[src/rtl/fpu_slot_responder.sv]
// -----------------------------------------------------------------------------
// fpu_slot_responder
//
// FPU-side responder for one shared FPU slot on the cluster FPU interconnect.
// Accepts req/gnt operations and dispatches each to either a fixed-latency
// pipelined datapath or an iterative div/sqrt unit. Every accepted request
// returns exactly one in-order rvalid_o pulse carrying result, IEEE flags and
// the request ID. At most one response leaves per cycle, so the pending count
// kept by the interconnect-side clock-gating logic stays exact.
//
// Build option:
//   FPU_SLOT_DIVSQRT_EN  defined   -> iterative div/sqrt path present
//                                     (FSM with IDLE / DIV_BUSY).
//                        undefined -> no iterative path; div-class ops are
//                                     accepted like pipe ops and answered
//                                     LATENCY cycles later with rdata_o=0 and
//                                     rflags_o=NV.
//
// Ports:
//   clk, rst_n                 clock, asynchronous active-low reset
//   req_i, op_i, operand_a_i,  request channel; payload held until granted
//   operand_b_i, id_i
//   gnt_o                      combinational grant
//   rvalid_o, rdata_o,         response channel; one-cycle pulse, no
//   rflags_o, rid_o            backpressure; data holds while rvalid_o=0
//   ex_valid_o, ex_op_o,       issue to the pipelined datapath
//   ex_a_o, ex_b_o
//   ex_res_i, ex_flags_i       pipelined result, valid LATENCY-1 cycles
//                              after issue
//   div_start_o                start pulse to the iterative unit
//   div_done_i, div_res_i,     iterative completion strobe and result
//   div_flags_i
//   busy_o                     slot has work outstanding
// -----------------------------------------------------------------------------
module fpu_slot_responder #(
   parameter int unsigned DATA_WIDTH = 32,
   parameter int unsigned OP_WIDTH   = 6,
   parameter int unsigned ID_WIDTH   = 6,
   parameter int unsigned LATENCY    = 3,
   parameter int unsigned OP_DIV     = 4,
   parameter int unsigned OP_SQRT    = 5
) (
   input  logic                  clk,
   input  logic                  rst_n,
   // request channel
   input  logic                  req_i,
   input  logic [OP_WIDTH-1:0]   op_i,
   input  logic [DATA_WIDTH-1:0] operand_a_i,
   input  logic [DATA_WIDTH-1:0] operand_b_i,
   input  logic [ID_WIDTH-1:0]   id_i,
   output logic                  gnt_o,
   // response channel
   output logic                  rvalid_o,
   output logic [DATA_WIDTH-1:0] rdata_o,
   output logic [4:0]            rflags_o,
   output logic [ID_WIDTH-1:0]   rid_o,
   // pipelined datapath
   output logic                  ex_valid_o,
   output logic [OP_WIDTH-1:0]   ex_op_o,
   output logic [DATA_WIDTH-1:0] ex_a_o,
   output logic [DATA_WIDTH-1:0] ex_b_o,
   input  logic [DATA_WIDTH-1:0] ex_res_i,
   input  logic [4:0]            ex_flags_i,
   // iterative div/sqrt unit
   output logic                  div_start_o,
   input  logic                  div_done_i,
   input  logic [DATA_WIDTH-1:0] div_res_i,
   input  logic [4:0]            div_flags_i,
   // activity
   output logic                  busy_o
);

   // {NV,DZ,OF,UF,NX}: invalid operation only
   localparam logic [4:0]  FLAGS_NV = 5'b10000;
   localparam int unsigned DLY_ID_W = LATENCY * ID_WIDTH;

   // ---------------------------------------------------------------------------
   // Request classification and grant
   // ---------------------------------------------------------------------------
   logic is_div;
   logic grant;
   logic issue_valid;   // request enters the delay line this cycle
   logic issue_err;     // entry must be answered with an NV error
   logic inflight_any;  // any registered delay-line stage valid
   logic fsm_busy;

   assign is_div = (op_i == OP_WIDTH'(OP_DIV)) || (op_i == OP_WIDTH'(OP_SQRT));

   assign gnt_o      = grant;
   assign ex_valid_o = req_i & grant & ~is_div;
   assign ex_op_o    = op_i;
   assign ex_a_o     = operand_a_i;
   assign ex_b_o     = operand_b_i;

   // ---------------------------------------------------------------------------
   // Iterative path (optional)
   // ---------------------------------------------------------------------------
`ifdef FPU_SLOT_DIVSQRT_EN
   localparam logic [0:0] IDLE     = 1'b0;
   localparam logic [0:0] DIV_BUSY = 1'b1;

   logic [0:0]          state_q, state_d;
   logic [ID_WIDTH-1:0] div_id_q, div_id_d;
   logic                div_accept;
   logic                div_capture;

   // A div may only start once the delay line has drained; this is what keeps
   // responses in issue order without a reorder buffer.
   assign grant       = req_i & (state_q == IDLE) & (~is_div | ~inflight_any);
   assign div_accept  = req_i & grant & is_div;
   assign div_capture = (state_q == DIV_BUSY) & div_done_i;
   assign div_start_o = div_accept;
   assign issue_valid = req_i & grant & ~is_div;
   assign issue_err   = 1'b0;
   assign fsm_busy    = (state_q != IDLE);

   always_comb begin
      state_d  = state_q;
      div_id_d = div_id_q;
      case (state_q)
         IDLE: begin
            if (div_accept) begin
               state_d  = DIV_BUSY;
               div_id_d = id_i;
            end
         end
         DIV_BUSY: begin
            if (div_done_i) begin
               state_d = IDLE;
            end
         end
         default: state_d = IDLE;
      endcase
   end

   always_ff @(posedge clk or negedge rst_n) begin
      if (!rst_n) begin
         state_q  <= IDLE;
         div_id_q <= '0;
      end else begin
         state_q  <= state_d;
         div_id_q <= div_id_d;
      end
   end
`else
   // Without the iterative unit the slot is always idle from the FSM's point
   // of view; div-class ops ride the delay line tagged as errors.
   logic unused_div;

   assign grant       = req_i;
   assign div_start_o = 1'b0;
   assign issue_valid = req_i & grant;
   assign issue_err   = is_div;
   assign fsm_busy    = 1'b0;
   assign unused_div  = ^{div_done_i, div_res_i, div_flags_i};
`endif

   // ---------------------------------------------------------------------------
   // Inflight delay line
   // Stage 0 is the issuing request itself (combinational); stages
   // 1..LATENCY-1 are registered. Stage LATENCY-1 lines up with ex_res_i being
   // valid, so it is captured straight into the response registers and
   // rvalid_o follows LATENCY cycles after the grant.
   // ---------------------------------------------------------------------------
   logic [LATENCY-1:0]  stg_valid;
   logic [LATENCY-1:0]  stg_err;
   logic [DLY_ID_W-1:0] stg_id;
   logic                head_valid;
   logic                head_err;
   logic [ID_WIDTH-1:0] head_id;

   assign stg_valid[0]          = issue_valid;
   assign stg_err[0]            = issue_err;
   assign stg_id[ID_WIDTH-1:0]  = id_i;

   generate
      if (LATENCY > 1) begin : g_dly
         logic [LATENCY-1:1]              valid_q;
         logic [LATENCY-1:1]              err_q;
         logic [(LATENCY-1)*ID_WIDTH-1:0] id_q;

         always_ff @(posedge clk or negedge rst_n) begin
            if (!rst_n) begin
               valid_q <= '0;
               err_q   <= '0;
               id_q    <= '0;
            end else begin
               valid_q <= stg_valid[LATENCY-2:0];
               err_q   <= stg_err[LATENCY-2:0];
               id_q    <= stg_id[(LATENCY-1)*ID_WIDTH-1:0];
            end
         end

         assign stg_valid[LATENCY-1:1]           = valid_q;
         assign stg_err[LATENCY-1:1]             = err_q;
         assign stg_id[DLY_ID_W-1:ID_WIDTH]      = id_q;
         assign inflight_any                     = |valid_q;
      end else begin : g_no_dly
         assign inflight_any = 1'b0;
      end
   endgenerate

   assign head_valid = stg_valid[LATENCY-1];
   assign head_err   = stg_err[LATENCY-1];
   assign head_id    = stg_id[DLY_ID_W-1 -: ID_WIDTH];

   // ---------------------------------------------------------------------------
   // Response registers
   // ---------------------------------------------------------------------------
   logic                  rvalid_q, rvalid_d;
   logic [DATA_WIDTH-1:0] rdata_q, rdata_d;
   logic [4:0]            rflags_q, rflags_d;
   logic [ID_WIDTH-1:0]   rid_q, rid_d;

   always_comb begin
      rvalid_d = 1'b0;
      rdata_d  = rdata_q;
      rflags_d = rflags_q;
      rid_d    = rid_q;
      if (head_valid) begin
         rvalid_d = 1'b1;
         rid_d    = head_id;
         rdata_d  = head_err ? '0 : ex_res_i;
         rflags_d = head_err ? FLAGS_NV : ex_flags_i;
      end
`ifdef FPU_SLOT_DIVSQRT_EN
      // Never coincides with head_valid: the line is empty while DIV_BUSY.
      else if (div_capture) begin
         rvalid_d = 1'b1;
         rid_d    = div_id_q;
         rdata_d  = div_res_i;
         rflags_d = div_flags_i;
      end
`endif
   end

   always_ff @(posedge clk or negedge rst_n) begin
      if (!rst_n) begin
         rvalid_q <= 1'b0;
         rdata_q  <= '0;
         rflags_q <= '0;
         rid_q    <= '0;
      end else begin
         rvalid_q <= rvalid_d;
         rdata_q  <= rdata_d;
         rflags_q <= rflags_d;
         rid_q    <= rid_d;
      end
   end

   assign rvalid_o = rvalid_q;
   assign rdata_o  = rdata_q;
   assign rflags_o = rflags_q;
   assign rid_o    = rid_q;
   assign busy_o   = fsm_busy | inflight_any | rvalid_q;

   // ---------------------------------------------------------------------------
   // Invariants
   // ---------------------------------------------------------------------------
`ifdef FPU_SLOT_DIVSQRT_EN
   a_one_response: assert property (@(posedge clk) disable iff (!rst_n)
      !(head_valid && div_capture));
   a_div_after_drain: assert property (@(posedge clk) disable iff (!rst_n)
      div_start_o |-> !inflight_any);
`endif
   a_rvalid_busy: assert property (@(posedge clk) disable iff (!rst_n)
      rvalid_o |-> busy_o);

endmodule

[config.mk]
export PLATFORM = sky130hd
export DESIGN_NAME = fpu_slot_responder
export DESIGN_NICKNAME = d
export VERILOG_FILES = /design/src/rtl/fpu_slot_responder.sv
export SDC_FILE = /design/constraint.sdc
export NUM_CORES = 1
export LEC_CHECK = 0
export CAP_MARGIN = 20
export CORE_AREA = 2 2 106 108
export DETAILED_ROUTE_END_ITERATION = 12
export DIE_AREA = 0 0 108 110
export HOLD_SLACK_MARGIN = 0.02
export PLACE_DENSITY = 0.73
export SETUP_SLACK_MARGIN = 0.2
export SYNTH_ARGS = -nofsm -noshare
export SYNTH_HDL_FRONTEND = slang
export SYNTH_SLANG_ARGS = --single-unit
export TNS_END_PERCENT = 50
[constraint.sdc]
create_clock -name clk -period 1.8 [get_ports clk]
set_input_delay 0.36 -clock clk [delete_from_list [all_inputs] [get_ports clk]]
set_output_delay 0.36 -clock clk [all_outputs]
set_load 0.005 [all_outputs]
# Word level (Yosys, flattened, before mapping)
# Index checks and enable logic that the tools add are counted.
# Widths: inputs -> output; s select.
# totals
reg_bits,60
input_bits,154
out_inout_bits,118
wordCells,17
# op_classes
eq_ne,2
n_mux,3
bitwise,3
n_reduce_logical,2
# op_table
operator,count
$mux 32,1
$eq 6x3->1 const B,2
$mux 5,1
$reduce_or 2->1,1
$and 1x1->1,1
$logic_or 1x1->1,1
$mux 1,1
$not 1->1,1
$or 1x1->1,1

# Logic depth before layout (Yosys ltp)
# Gate-level depths: netlist of the first run.
# logic_depth
ltp_word,4
ltp_mapped,5
depth_no_buf,2

# Worst setup path after synthesis of the first run
# Ideal clock, no wire load.
# synth_path
path_type,register to output
start,reg g_dly.valid_q[2] in the netlist's numbering
end,out busy_o
arrival_ns,0.986
required_time_ns,1.440
slack_ns,0.454
stages_incl_launch_ff,4
path_buffers,2
cell_sequence,dfrtp_1 buf_6 buf_6 or3_1
# synth_via
elab_chain_cells,2
# synth_rtl
element,line_no,source
start: declaration,178,logic [LATENCY-1:1] valid_q;
start signal: assignment,188,valid_q <= stg_valid[LATENCY-2:0];
$reduce_or 2->1,197,assign inflight_any = |valid_q;
$or 1x1->1,255,assign busy_o = fsm_busy | inflight_any | rvalid_q;
end: declaration,70,output logic busy_o
# No other way between the ends.

# Worst setup path after layout of the first run
# Ends and elaborated chain as after synthesis.

==> flow_metrics.tcl, run 1 <==
set metrics [dict create \
    final.setup.tns_ns 0 \
    worstHoldStart "op_i[4]" \
    fmax_ghz 0.633 \
    cpMaxStageDelayCell "dfrtp_2" \
    ys_top_cells_by_area "dfrtp_1, buf_4, nand3b_1" \
    ant_nets 0 \
    grt_max_degree 80 \
    min_to "g_dly.err_q[1]$_DFF_PN0_" \
    dpl_worst_slack_ns -0.244 \
    synth_top_area_frac 0.535 \
    end_kind "primary output" \
    r2r_cells 2 \
    clock_latency_ns 0.34 \
    mostFrequentLayoutCells "clkdlybuf4s50_1, dfrtp_1, inv_1" \
    critPathMaxFanout 2 \
    rsz0062_at_grt "true" \
    area_growth_pct 32.7 \
    grt_antenna_before_repair 0 \
    setup.worst_path.class "register to primary output" \
    synth_top_family_by_area "buffers and inverters" \
    synth_area_per_cell_um2 10.6 \
    synth-adder-area-share 0 \
    cp.arrival_ns 1.22 \
    diodes 0 \
    wl_mm 6.18 \
    worstReg2RegStart "g_dly.valid_q[2]$_DFF_PN0_" \
    post_drt_wl_per_cell_um 13.7 \
    yosys.area_share.xor_xnor 0 \
    vias 1852 \
    hold_ws_ns 0.330 \
    htree_levels 3 \
    yosys.area.top_type "dfrtp_1" \
    io_pins 272 \
    place_inst 431 \
    whs_path_depth 3 \
    clock_path_buffers 2 \
    p_leak_uw 0.00176 \
    numCtsBuffers 9 \
    final_cells 451 \
    setup_slack_ns 0.219 \
    syn_area_um2 2810 \
    syn_inst 264 \
    grt_pass1_vias 1954 \
    core_area_um2 10700 \
    synth_compound_area_frac 0.0727 \
    setup_viol 0 \
    critical_path.max_stage_delay_ns 0.40 \
    die_h_um 110 \
    fill_cells 1057 \
    fin_nets 460 \
    worstMarginPinSlew_ns 0.696 \
    maxCapViolCount 0 \
    yosys.area_share.simple 0.103 \
    gp_congestion 0.659 \
    grt_pass1_wl_mm 9.57 \
    synth_seq_cells 60 \
    cp.required_ns 1.44 \
    grt.total_usage 0.106 \
    yosys.cell_types.count 19 \
    regToRegSetupSlack_ns 0.34 \
    period_minus_slack_ns 1.58 \
    status "complete, no violations" \
    drc 0 \
    slew_viol_final 0 \
    dp_hpwl_mm 4.43 \
    yosys_warnings 0 \
    grt-ovfl-total 0 \
    min_path_type "primary input to register" \
    clock-root-buffer "clkbuf_8" \
    startpoint_type "register" \
    relSlewSlack 0.536 \
    final_util 0.348 \
    yosysSeqAreaShare 0.535 \
    cts_tree "built" \
    path_cells "or3_1 -> buf_2" \
    peakVddDrop_mv 0.293 \
    drtPass1Iterations 2 \
    cts_sinks 60 \
    hold_viol_final 0 \
    drtIter0Drc 110 \
    clk_pin_slew_worst_paths_ns 0.08 \
    layout_commonest_cell "clkdlybuf4s50_1" \
    start_util 0.262 \
    powerDensity_nw_per_um2 840 \
    layout-drive-gt1-share 0.125 \
    dieArea_um2 11900 \
    synth_nets 418 \
    io_buffers 102 \
    regToRegEndpoint "rid_o[0]$_DFFE_PN0P_" \
    vias_per_cell 4.11 \
    die_w_um 108 \
    synth.mux.area_fraction 0.0241 \
    rows 38 \
    skew_ns 0.0115 \
    fin_crit_sh 0.878 \
]
-- worst max-delay path: cells and delay by family, from the launching register on --
family | cells | cell delay [ns]
AND/OR/NAND/NOR | 1 | 0.35
flip-flops | 1 | 0.40
buffers and inverters | 1 | 0.13
-- cell families after synthesis --
kind of cell,Yosys count
DFF,60
AOI/OAI and AO/OA,38
muxes,6
and+or+nand+nor,40
buffers and inverters,119
other,1
-- what timing repair did --
item / 4_1_cts / 5_1_grt
endpoints found under the setup margin: 20 / 33
gates resized for setup: 16 / 16
setup buffers: 0 / 3
pin swaps: 1 / 1
hold buffers: 1 / 0
endpoints found under the hold margin: 16 / 0
-- through the flow --
| step | instance area (um2) | total power, uW |
|---|---|---|
| final | 3720 | 3130 |
| after global routing | 3720 | 3320 |
| after CTS | 3670 | 3200 |
| after detailed placement | 3480 | 2060 |
| after global placement | 3480 | 2040 |
| after floorplan | 2810 | 1790 |
-- metal layers --
metal | share of wire | GRT usage | routed length (um)
met2 | 0.47 | 0.176 | 2890
met3 | 0.092 | 0.0259 | 566
met4 | 0.056 | 0.0962 | 348
met1 | 0.38 | 0.111 | 2380
met5 | 0 | 0 | 0
-- how the worst max path moves through the flow --
| stage | start | endpoint | slack (ns) | cells past startpoint |
|---|---|---|---|---|
| 3_3_place_gp | op_i[3] | ex_valid_o | -0.24 | 4 |
| 5_1_grt | g_dly.valid_q[1]$_DFF_PN0_ | busy_o | 0.15 | 2 |
| 6_report | g_dly.valid_q[2]$_DFF_PN0_ | busy_o | 0.22 | 2 |
| 3_5_place_dp | op_i[3] | ex_valid_o | -0.24 | 4 |
| 2_1_floorplan | g_dly.valid_q[2]$_DFF_PN0_ | busy_o | 0.45 | 3 |
| 4_1_cts | op_i[3] | ex_valid_o | 0.008 | 4 |
-- flip-flops by register name (all words and copies together), names as in the netlist --
| name | flops |
|---|---|
| g_dly.err_q | 2 |
| rdata_o | 32 |
| rflags_o | 5 |
| rid_o | 6 |
| rvalid_o | 1 |
| g_dly.valid_q | 2 |
| g_dly.id_q | 12 |
-- synthesized netlist by cell type --
| cell | count |
|---|---|
| a21oi_1 | 1 |
| a22o_1 | 2 |
| buf_2 | 2 |
| buf_4 | 74 |
| buf_6 | 2 |
| clkbuf_1 | 6 |
| conb_1 | 1 |
| dfrtp_1 | 60 |
| inv_1 | 35 |
| mux2_2 | 6 |
| nand2b_1 | 1 |
| nand3b_1 | 34 |
| nor2_1 | 2 |
| nor2b_1 | 1 |
| nor4_1 | 1 |
| o21ai_0 | 31 |
| o21ai_1 | 3 |
| o41a_1 | 1 |
| or3_1 | 1 |
-- where the power goes --
group	internal, uW	leakage (uW)	switching, uW
Combinational	324	0.000943	179
Sequential	1460	0.000722	53.7
Clock	548	0.0000933	567
Total	2330	0.00176	799
-- final cells by class --
class,instances,area (um2),area share
Tap cell,140,175,0.0470
Clock buffer,10,138,0.0369
Sequential cell,60,1500,0.403
Multi-Input combinational cell,85,571,0.153
Clock inverter,6,47.5,0.0128
Timing Repair Buffer,115,1160,0.311
Inverter,35,131,0.0353
Power figures use the tool's default switching activity.
==> run 2, diff against run 1 <==
- SLEW_MARGIN: default -> 0
==> results of run 2 <==
Same layout as run 1: the final DEF is identical, and so are final timing and power.
